<file path="src/rtl/unified_mem_arbiter_if.sv">
`timescale 1ns/1ps
`default_nettype none
// ============================================================================
// unified_mem_arbiter_if : fetch port, data port and memory port bundle
// Rev 1.0 - initial release
// ============================================================================
interface unified_mem_arbiter_if;
  // Instruction-fetch requester
  logic        if_req;
  logic [31:0] if_addr;
  logic [31:0] if_rdata;
  logic        if_ready;
  // MEM-stage data requester
  logic        dm_req;
  logic        dm_wr;
  logic [1:0]  dm_size;
  logic [31:0] dm_addr;
  logic [31:0] dm_wdata;
  logic [31:0] dm_rdata;
  logic        dm_ready;
  logic        dm_err;
  // Shared memory
  logic        mem_req;
  logic        mem_wr;
  logic [1:0]  mem_size;
  logic [31:0] mem_addr;
  logic [31:0] mem_wdata;
  logic [31:0] mem_rdata;
  logic        mem_ack;
  // Pipeline hold
  logic        pipe_stall;

  // Arbiter view: serves the requesters and masters the memory.
  modport master (
    input  if_req, if_addr,
    output if_rdata, if_ready,
    input  dm_req, dm_wr, dm_size, dm_addr, dm_wdata,
    output dm_rdata, dm_ready, dm_err,
    output mem_req, mem_wr, mem_size, mem_addr, mem_wdata,
    input  mem_rdata, mem_ack,
    output pipe_stall
  );

  // Environment view: pipeline requesters plus the memory itself.
  modport slave (
    output if_req, if_addr,
    input  if_rdata, if_ready,
    output dm_req, dm_wr, dm_size, dm_addr, dm_wdata,
    input  dm_rdata, dm_ready, dm_err,
    input  mem_req, mem_wr, mem_size, mem_addr, mem_wdata,
    output mem_rdata, mem_ack,
    input  pipe_stall
  );
endinterface
`default_nettype wire

</file>
<file path="src/rtl/unified_mem_arbiter.sv">
`timescale 1ns/1ps
`default_nettype none
// ============================================================================
// unified_mem_arbiter : shares one variable-latency memory between fetch and
//                       data ports; data wins unless fetch has starved.
// Rev 1.0 - initial release
// ============================================================================
module unified_mem_arbiter #(
  parameter int STARVE_LIMIT = 4,
  parameter int CNT_W        = 3
) (
  input  logic                  clk,
  input  logic                  rst_n,
  unified_mem_arbiter_if.master bus
);

  typedef enum logic [1:0] {
    S_IDLE    = 2'd0,
    S_IF_BUSY = 2'd1,
    S_DM_BUSY = 2'd2,
    S_RESP    = 2'd3
  } state_e;

  localparam logic [CNT_W-1:0] STARVE_MAX = CNT_W'(STARVE_LIMIT);

  state_e            state_q,     state_d;
  logic              mem_req_q,   mem_req_d;
  logic              mem_wr_q,    mem_wr_d;
  logic [1:0]        mem_size_q,  mem_size_d;
  logic [31:0]       mem_addr_q,  mem_addr_d;
  logic [31:0]       mem_wdata_q, mem_wdata_d;
  logic [31:0]       if_rdata_q,  if_rdata_d;
  logic [31:0]       dm_rdata_q,  dm_rdata_d;
  logic              if_ready_q,  if_ready_d;
  logic              dm_ready_q,  dm_ready_d;
  logic              dm_err_q,    dm_err_d;
  logic [CNT_W-1:0]  cnt_q,       cnt_d;

  logic              dm_misaligned;
  logic              grant_dm;
  logic              grant_if;

  // Byte accesses can never be misaligned; size 11 behaves as a word.
  always_comb begin
    dm_misaligned = 1'b0;
    case (bus.dm_size)
      2'b01:   dm_misaligned = bus.dm_addr[0];
      2'b10:   dm_misaligned = 1'b0;
      default: dm_misaligned = (bus.dm_addr[1:0] != 2'b00);
    endcase
  end

  assign grant_dm = bus.dm_req & (~bus.if_req | (cnt_q < STARVE_MAX));
  assign grant_if = bus.if_req & ~grant_dm;

  always_comb begin
    state_d     = state_q;
    mem_req_d   = mem_req_q;
    mem_wr_d    = mem_wr_q;
    mem_size_d  = mem_size_q;
    mem_addr_d  = mem_addr_q;
    mem_wdata_d = mem_wdata_q;
    if_rdata_d  = if_rdata_q;
    dm_rdata_d  = dm_rdata_q;
    if_ready_d  = 1'b0;
    dm_ready_d  = 1'b0;
    dm_err_d    = 1'b0;
    cnt_d       = cnt_q;

    case (state_q)
      S_IDLE: begin
        if (grant_dm) begin
          if (bus.if_req && (cnt_q != STARVE_MAX)) begin
            cnt_d = cnt_q + CNT_W'(1);
          end
          if (dm_misaligned) begin
            // Rejected without touching memory; the error completes in RESP.
            dm_ready_d = 1'b1;
            dm_err_d   = 1'b1;
            state_d    = S_RESP;
          end else begin
            mem_req_d   = 1'b1;
            mem_wr_d    = bus.dm_wr;
            mem_size_d  = bus.dm_size;
            mem_addr_d  = bus.dm_addr;
            mem_wdata_d = bus.dm_wdata;
            state_d     = S_DM_BUSY;
          end
        end else if (grant_if) begin
          cnt_d       = '0;
          mem_req_d   = 1'b1;
          mem_wr_d    = 1'b0;
          mem_size_d  = 2'b00;
          mem_addr_d  = bus.if_addr;
          mem_wdata_d = mem_wdata_q;
          state_d     = S_IF_BUSY;
        end
      end

      S_IF_BUSY: begin
        if (bus.mem_ack) begin
          mem_req_d  = 1'b0;
          if_rdata_d = bus.mem_rdata;
          if_ready_d = 1'b1;
          state_d    = S_RESP;
        end
      end

      S_DM_BUSY: begin
        if (bus.mem_ack) begin
          mem_req_d  = 1'b0;
          dm_ready_d = 1'b1;
          if (!mem_wr_q) begin
            dm_rdata_d = bus.mem_rdata;
          end
          state_d    = S_RESP;
        end
      end

      // One dead cycle so a requester dropping req is never re-granted.
      S_RESP: begin
        state_d = S_IDLE;
      end

      default: begin
        state_d = S_IDLE;
      end
    endcase
  end

  always_ff @(posedge clk or negedge rst_n) begin
    if (!rst_n) begin
      state_q     <= S_IDLE;
      mem_req_q   <= 1'b0;
      mem_wr_q    <= 1'b0;
      mem_size_q  <= 2'b00;
      mem_addr_q  <= 32'h0;
      mem_wdata_q <= 32'h0;
      if_rdata_q  <= 32'h0;
      dm_rdata_q  <= 32'h0;
      if_ready_q  <= 1'b0;
      dm_ready_q  <= 1'b0;
      dm_err_q    <= 1'b0;
      cnt_q       <= '0;
    end else begin
      state_q     <= state_d;
      mem_req_q   <= mem_req_d;
      mem_wr_q    <= mem_wr_d;
      mem_size_q  <= mem_size_d;
      mem_addr_q  <= mem_addr_d;
      mem_wdata_q <= mem_wdata_d;
      if_rdata_q  <= if_rdata_d;
      dm_rdata_q  <= dm_rdata_d;
      if_ready_q  <= if_ready_d;
      dm_ready_q  <= dm_ready_d;
      dm_err_q    <= dm_err_d;
      cnt_q       <= cnt_d;
    end
  end

  assign bus.mem_req    = mem_req_q;
  assign bus.mem_wr     = mem_wr_q;
  assign bus.mem_size   = mem_size_q;
  assign bus.mem_addr   = mem_addr_q;
  assign bus.mem_wdata  = mem_wdata_q;
  assign bus.if_rdata   = if_rdata_q;
  assign bus.if_ready   = if_ready_q;
  assign bus.dm_rdata   = dm_rdata_q;
  assign bus.dm_ready   = dm_ready_q;
  assign bus.dm_err     = dm_err_q;
  assign bus.pipe_stall = (bus.if_req & ~if_ready_q) | (bus.dm_req & ~dm_ready_q);

  a_resp_one_cycle: assert property (@(posedge clk) disable iff (!rst_n)
    (state_q == S_RESP) |=> (state_q == S_IDLE));

  a_busy_fields_stable: assert property (@(posedge clk) disable iff (!rst_n)
    (mem_req_q && !bus.mem_ack) |=>
      (mem_req_q && $stable(mem_addr_q) && $stable(mem_wdata_q) &&
       $stable(mem_wr_q) && $stable(mem_size_q)));

  a_ready_exclusive: assert property (@(posedge clk) disable iff (!rst_n)
    !(if_ready_q && dm_ready_q));

  a_err_with_ready: assert property (@(posedge clk) disable iff (!rst_n)
    dm_err_q |-> dm_ready_q);

  a_cnt_bounded: assert property (@(posedge clk) disable iff (!rst_n)
    cnt_q <= STARVE_MAX);

endmodule
`default_nettype wire

</file>
<file path="src/flat_wrapper.sv">
// flat-port wrapper written by rule: the top's interface ports become plain ports
module unified_mem_arbiter_flat 
#(
  parameter int STARVE_LIMIT = 4,
  parameter int CNT_W        = 3
)
  (clk, rst_n, bus_if_req, bus_if_addr, bus_if_rdata, bus_if_ready, bus_dm_req, bus_dm_wr, bus_dm_size, bus_dm_addr, bus_dm_wdata, bus_dm_rdata, bus_dm_ready, bus_dm_err, bus_mem_req, bus_mem_wr, bus_mem_size, bus_mem_addr, bus_mem_wdata, bus_mem_rdata, bus_mem_ack, bus_pipe_stall);
  unified_mem_arbiter_if bus_i ();
  input  logic clk;
  input  logic rst_n;
  input wire logic [$bits(bus_i.if_req)-1:0] bus_if_req;
  input wire logic [$bits(bus_i.if_addr)-1:0] bus_if_addr;
  output wire logic [$bits(bus_i.if_rdata)-1:0] bus_if_rdata;
  output wire logic [$bits(bus_i.if_ready)-1:0] bus_if_ready;
  input wire logic [$bits(bus_i.dm_req)-1:0] bus_dm_req;
  input wire logic [$bits(bus_i.dm_wr)-1:0] bus_dm_wr;
  input wire logic [$bits(bus_i.dm_size)-1:0] bus_dm_size;
  input wire logic [$bits(bus_i.dm_addr)-1:0] bus_dm_addr;
  input wire logic [$bits(bus_i.dm_wdata)-1:0] bus_dm_wdata;
  output wire logic [$bits(bus_i.dm_rdata)-1:0] bus_dm_rdata;
  output wire logic [$bits(bus_i.dm_ready)-1:0] bus_dm_ready;
  output wire logic [$bits(bus_i.dm_err)-1:0] bus_dm_err;
  output wire logic [$bits(bus_i.mem_req)-1:0] bus_mem_req;
  output wire logic [$bits(bus_i.mem_wr)-1:0] bus_mem_wr;
  output wire logic [$bits(bus_i.mem_size)-1:0] bus_mem_size;
  output wire logic [$bits(bus_i.mem_addr)-1:0] bus_mem_addr;
  output wire logic [$bits(bus_i.mem_wdata)-1:0] bus_mem_wdata;
  input wire logic [$bits(bus_i.mem_rdata)-1:0] bus_mem_rdata;
  input wire logic [$bits(bus_i.mem_ack)-1:0] bus_mem_ack;
  output wire logic [$bits(bus_i.pipe_stall)-1:0] bus_pipe_stall;
  assign bus_i.if_req = bus_if_req;
  assign bus_i.if_addr = bus_if_addr;
  assign bus_if_rdata = bus_i.if_rdata;
  assign bus_if_ready = bus_i.if_ready;
  assign bus_i.dm_req = bus_dm_req;
  assign bus_i.dm_wr = bus_dm_wr;
  assign bus_i.dm_size = bus_dm_size;
  assign bus_i.dm_addr = bus_dm_addr;
  assign bus_i.dm_wdata = bus_dm_wdata;
  assign bus_dm_rdata = bus_i.dm_rdata;
  assign bus_dm_ready = bus_i.dm_ready;
  assign bus_dm_err = bus_i.dm_err;
  assign bus_mem_req = bus_i.mem_req;
  assign bus_mem_wr = bus_i.mem_wr;
  assign bus_mem_size = bus_i.mem_size;
  assign bus_mem_addr = bus_i.mem_addr;
  assign bus_mem_wdata = bus_i.mem_wdata;
  assign bus_i.mem_rdata = bus_mem_rdata;
  assign bus_i.mem_ack = bus_mem_ack;
  assign bus_pipe_stall = bus_i.pipe_stall;
  unified_mem_arbiter #(.STARVE_LIMIT(STARVE_LIMIT), .CNT_W(CNT_W)) u_core (.clk(clk), .rst_n(rst_n), .bus(bus_i));
endmodule
</file>
<file path="config.mk">
export PLATFORM = sky130hd
export DESIGN_NAME = unified_mem_arbiter_flat
export DESIGN_NICKNAME = d
export VERILOG_FILES = /design/src/rtl/unified_mem_arbiter_if.sv /design/src/rtl/unified_mem_arbiter.sv /design/src/flat_wrapper.sv
export SDC_FILE = /design/constraint.sdc
export NUM_CORES = 1
export LEC_CHECK = 0
export ABC_AREA = 1
export BUFFER_PORTS_ARGS = -buffer_cell sky130_fd_sc_hd__buf_2
export CORE_ASPECT_RATIO = 1.25
export CORE_UTILIZATION = 47
export CTS_CLUSTER_SIZE = 24
export DETAILED_ROUTE_END_ITERATION = 10
export PLACE_DENSITY_LB_ADDON = 0.25
export REMOVE_ABC_BUFFERS = 1
export SYNTH_ARGS = -nofsm -noshare
export SYNTH_HDL_FRONTEND = slang
export SYNTH_SLANG_ARGS = --single-unit
</file>
<file path="constraint.sdc">
create_clock -name clk -period 1.86 [get_ports clk]
set_input_delay 0.279 -clock clk [delete_from_list [all_inputs] [get_ports clk]]
set_output_delay 0.279 -clock clk [all_outputs]
set_load 0.1 [all_outputs]
</file>
==> summary.txt <==
Run status
  • Status: finished, final reports clean

Final layout
  • Post-Layout Cell Count: 1143
  • Design area: 8160 um2
  • Final Util: 0.668
  • Share of layout cells above drive strength 1: 0.337
  • Number of fill cells: 1066
  • Layout area overhead: 37.7%
  • Final nets: 1108
  • Antenna Cells: 0

Critical path
  • CP max stage delay: 0.46 ns
  • R2R cell count: 8
  • Crit. End Element: output pin
  • Crit-path cells: o22ai_1 > buf_2
  • Reg2reg end: u_core.state_q[0]
  • Critical path peak fanout: 2
  • CP arrival: 1.40 ns
  • WP data required: 1.58 ns
  • CP bufs+invs: 1
  • WS Path Type: flop to output pin
  • R2R setup slack: 0.25 ns
  • Worst Setup Start Kind: flop
  • Worst r2r src: u_core.state_q[0]
  • Slowest cell on crit path: buf_2
  • CP delay by family, top: buffers and inverters

STA
  • Final Skew: 0.00691 ns
  • RSZ-0062 raised after global routing: false
  • Tcrit/Tclk final: 0.902
  • Max Slew Vio Count: 0
  • Worst-Margin Slew: 0.543 ns
  • Slew headroom: 0.638
  • Crit path time final: 1.68 ns
  • Final setup viols: 0
  • Highest Clock Rate: 596 MHz
  • Final Hold Vio Count: 0
  • Final Worst Setup Slack: 0.182 ns

Die
  • Die Span Y: 128 um
  • Die ar.: 13100 um2
  • Die span in x: 102 um
  • IO Pins: 272
  • Core Rows: 45
  • Starting density of the core: 0.485
  • Core Region: 12200 um2

CTS
  • Cts bufs inserted: 17
  • CTS root buf: clkbuf_16
  • Clk slew on worst S/H paths: 0.06 ns
  • H-tree lvl count: 4
  • Clk sink count: 140
  • TritonCTS clock tree: yes
  • Clock Latency Late Sink: 0.40 ns
  • Number of post-CTS setup repair buffers: 0
  • Clock Path Buffers: 2

Synthesis
  • Synth cell count leaders: nand2_1, dfrtp_1, o21ai_0, nand3_1, inv_1
  • Number of synthesized flops with an enable pin: 0
  • Synth Area in Adders: 0.0127
  • Largest cells by area after synthesis: dfrtp_1, nand2_1, o21ai_0
  • Synth cell types: 22
  • Yosys reg bits: 140
  • Synth async-reset ratio: 1.00
  • Cell type with the largest total area after synthesis: dfrtp_1
  • Sequential area share after synthesis: 0.591
  • Area fraction in and, or, nand and nor cells after synthesis: 0.264
  • Ys Warns: 0
  • Synth Cell Area: 5920 um2
  • XOR/XNOR Fraction of Synth Area: 0
  • Avg Inst Size Synth: 8.50 um2
  • Top FF cell, synth: dfrtp_1
  • Largest family of logic cells by synthesized area: simple AND/OR/NAND/NOR gates
  • Post-Synthesis Cells: 697
  • Mux cell area share after synthesis: 0
  • Most frequent cell after synthesis: nand2_1
  • Synth Area in Compound Gates: 0.0661
  • Post-synth top area share: 0.591

Global routing
  • GRT Total Usage: 0.239
  • GRT overflow: 0
  • Initial antenna violation count: 0
  • First-pass GRT wire length: 24.1 mm
  • Largest net degree at the start of global routing: 65
  • Vias in the first global route: 5162

Drt
  • DR vias/cell: 4.82
  • Antenna viol nets, final: 0
  • Vias: 5511
  • Drt drc: 0
  • Detailed Routing Iterations Pass 1: 6
  • Total Wirelength: 15.0 mm
  • Post-DR wirelength/cell: 13.2 um
  • Iter 0 DRT Violations: 215

Placed design
  • Routability cong.: 0.805
  • Inst Count DP: 1110
  • Worst slack, placed: 0.236 ns
  • Cell Area, Placed: 7500 um2
  • DP HPWL: 10.8 mm
  • Port Buffers: 271

Hold path
  • Hold path depth: 3
  • Hold path startpoint: bus_dm_wdata[18]
  • HP Class: primary input to flop
  • Hold Path End: u_core.bus.mem_wdata[18]

Run
  • Max Cap Viol: 0
-- per-stage QoR --
step | hold slack (ns) | setup TNS (ns)
floorplan | -0.0166 | -46.57
global placement | 0.287 | 0
detailed placement | 0.283 | 0
CTS | 0.0785 | 0
global route | 0.0912 | 0
finish | 0.0920 | 0
-- logic make-up after synthesis --
logic type / after synthesis
DFF: 140
buffers and inverters: 88
and+or+nand+nor: 386
adders and majority gates: 6
AOI/OAI and AO/OA: 77
-- worst max-delay path by stage --
stage / cells after the start / slack, ns / endpoint / from
global placement: 9 / 0.28 / u_core.bus.mem_wr / bus_dm_size[1]
finish: 2 / 0.18 / bus_pipe_stall / u_core.bus.if_ready
CTS: 2 / 0.17 / bus_pipe_stall / u_core.bus.if_ready
floorplan: 8 / -0.84 / u_core.state_q[0] / bus_dm_size[1]
global route: 2 / 0.11 / bus_pipe_stall / u_core.bus.if_ready
detailed placement: 9 / 0.24 / u_core.bus.mem_wr / bus_dm_size[1]
-- cells in the final DEF (no fill, tap or decap) --
cell type and n:
dlygate4sd3_1 1, bufinv_16 5, o21ai_1 2, o21ai_2 1, o21ai_0 70, buf_12 6
clkinv_2 2, nand2_1 305, buf_4 12, inv_6 3, or2_2 1, a21oi_1 1
ha_1 6, nand2_2 3, nand2_4 1, nand4_1 1, inv_2 2, dfrtp_1 140
clkbuf_1 2, nand3_1 68, buf_6 1, inv_1 46, a21oi_2 1, nor2_1 5
nor2_4 2, o22ai_1 2, buf_2 270, clkinv_4 3, clkbuf_16 17
-- metal layers --
metal	part of all wire	up-vias	global-route usage
li1	-	2724	-
met1	0.40	2540	0.277
met2	0.48	213	0.400
met3	0.084	34	0.0821
met4	0.028	0	0.0992
met5	0	-	0
-- sequential cells by signal, summed over array words and instances (netlist names) --
| signal | flops |
|---|---|
| u_core.bus.mem_wdata | 32 |
| u_core.bus.dm_ready | 1 |
| u_core.bus.mem_wr | 1 |
| u_core.bus.dm_rdata | 32 |
| u_core.bus.dm_err | 1 |
| u_core.state_q | 2 |
| u_core.bus.mem_size | 2 |
| u_core.bus.if_rdata | 32 |
| u_core.bus.mem_req | 1 |
| u_core.cnt_q | 3 |
| u_core.bus.mem_addr | 32 |
| u_core.bus.if_ready | 1 |
-- timing repair --
item / CTS / global route
resized for setup: 0 / 0
endpoints found under the hold margin: 51 / 0
hold buffers: 1 / 0
-- worst reg2reg max path, delay by kind of cell (launching register included) --
kind	cells	cell delay, ns
fa+ha+maj	1	0.19
flops	1	0.38
simple gates	3	0.47
compound gates	1	0.07
buf+inv	3	0.37
-- area by class of cell --
class	instances	area (um2)	share of cell area
multi-input combinational	469	2040	0.250
timing repair buffer	290	1580	0.194
sequential	140	3500	0.430
tap	164	205	0.0252
inverter	48	180	0.0221
clock inverter	13	213	0.0261
clock buffer	19	433	0.0531
Power is not shown: default switching activity piles up to over one toggle a cycle in this logic, so the estimate is an artifact.
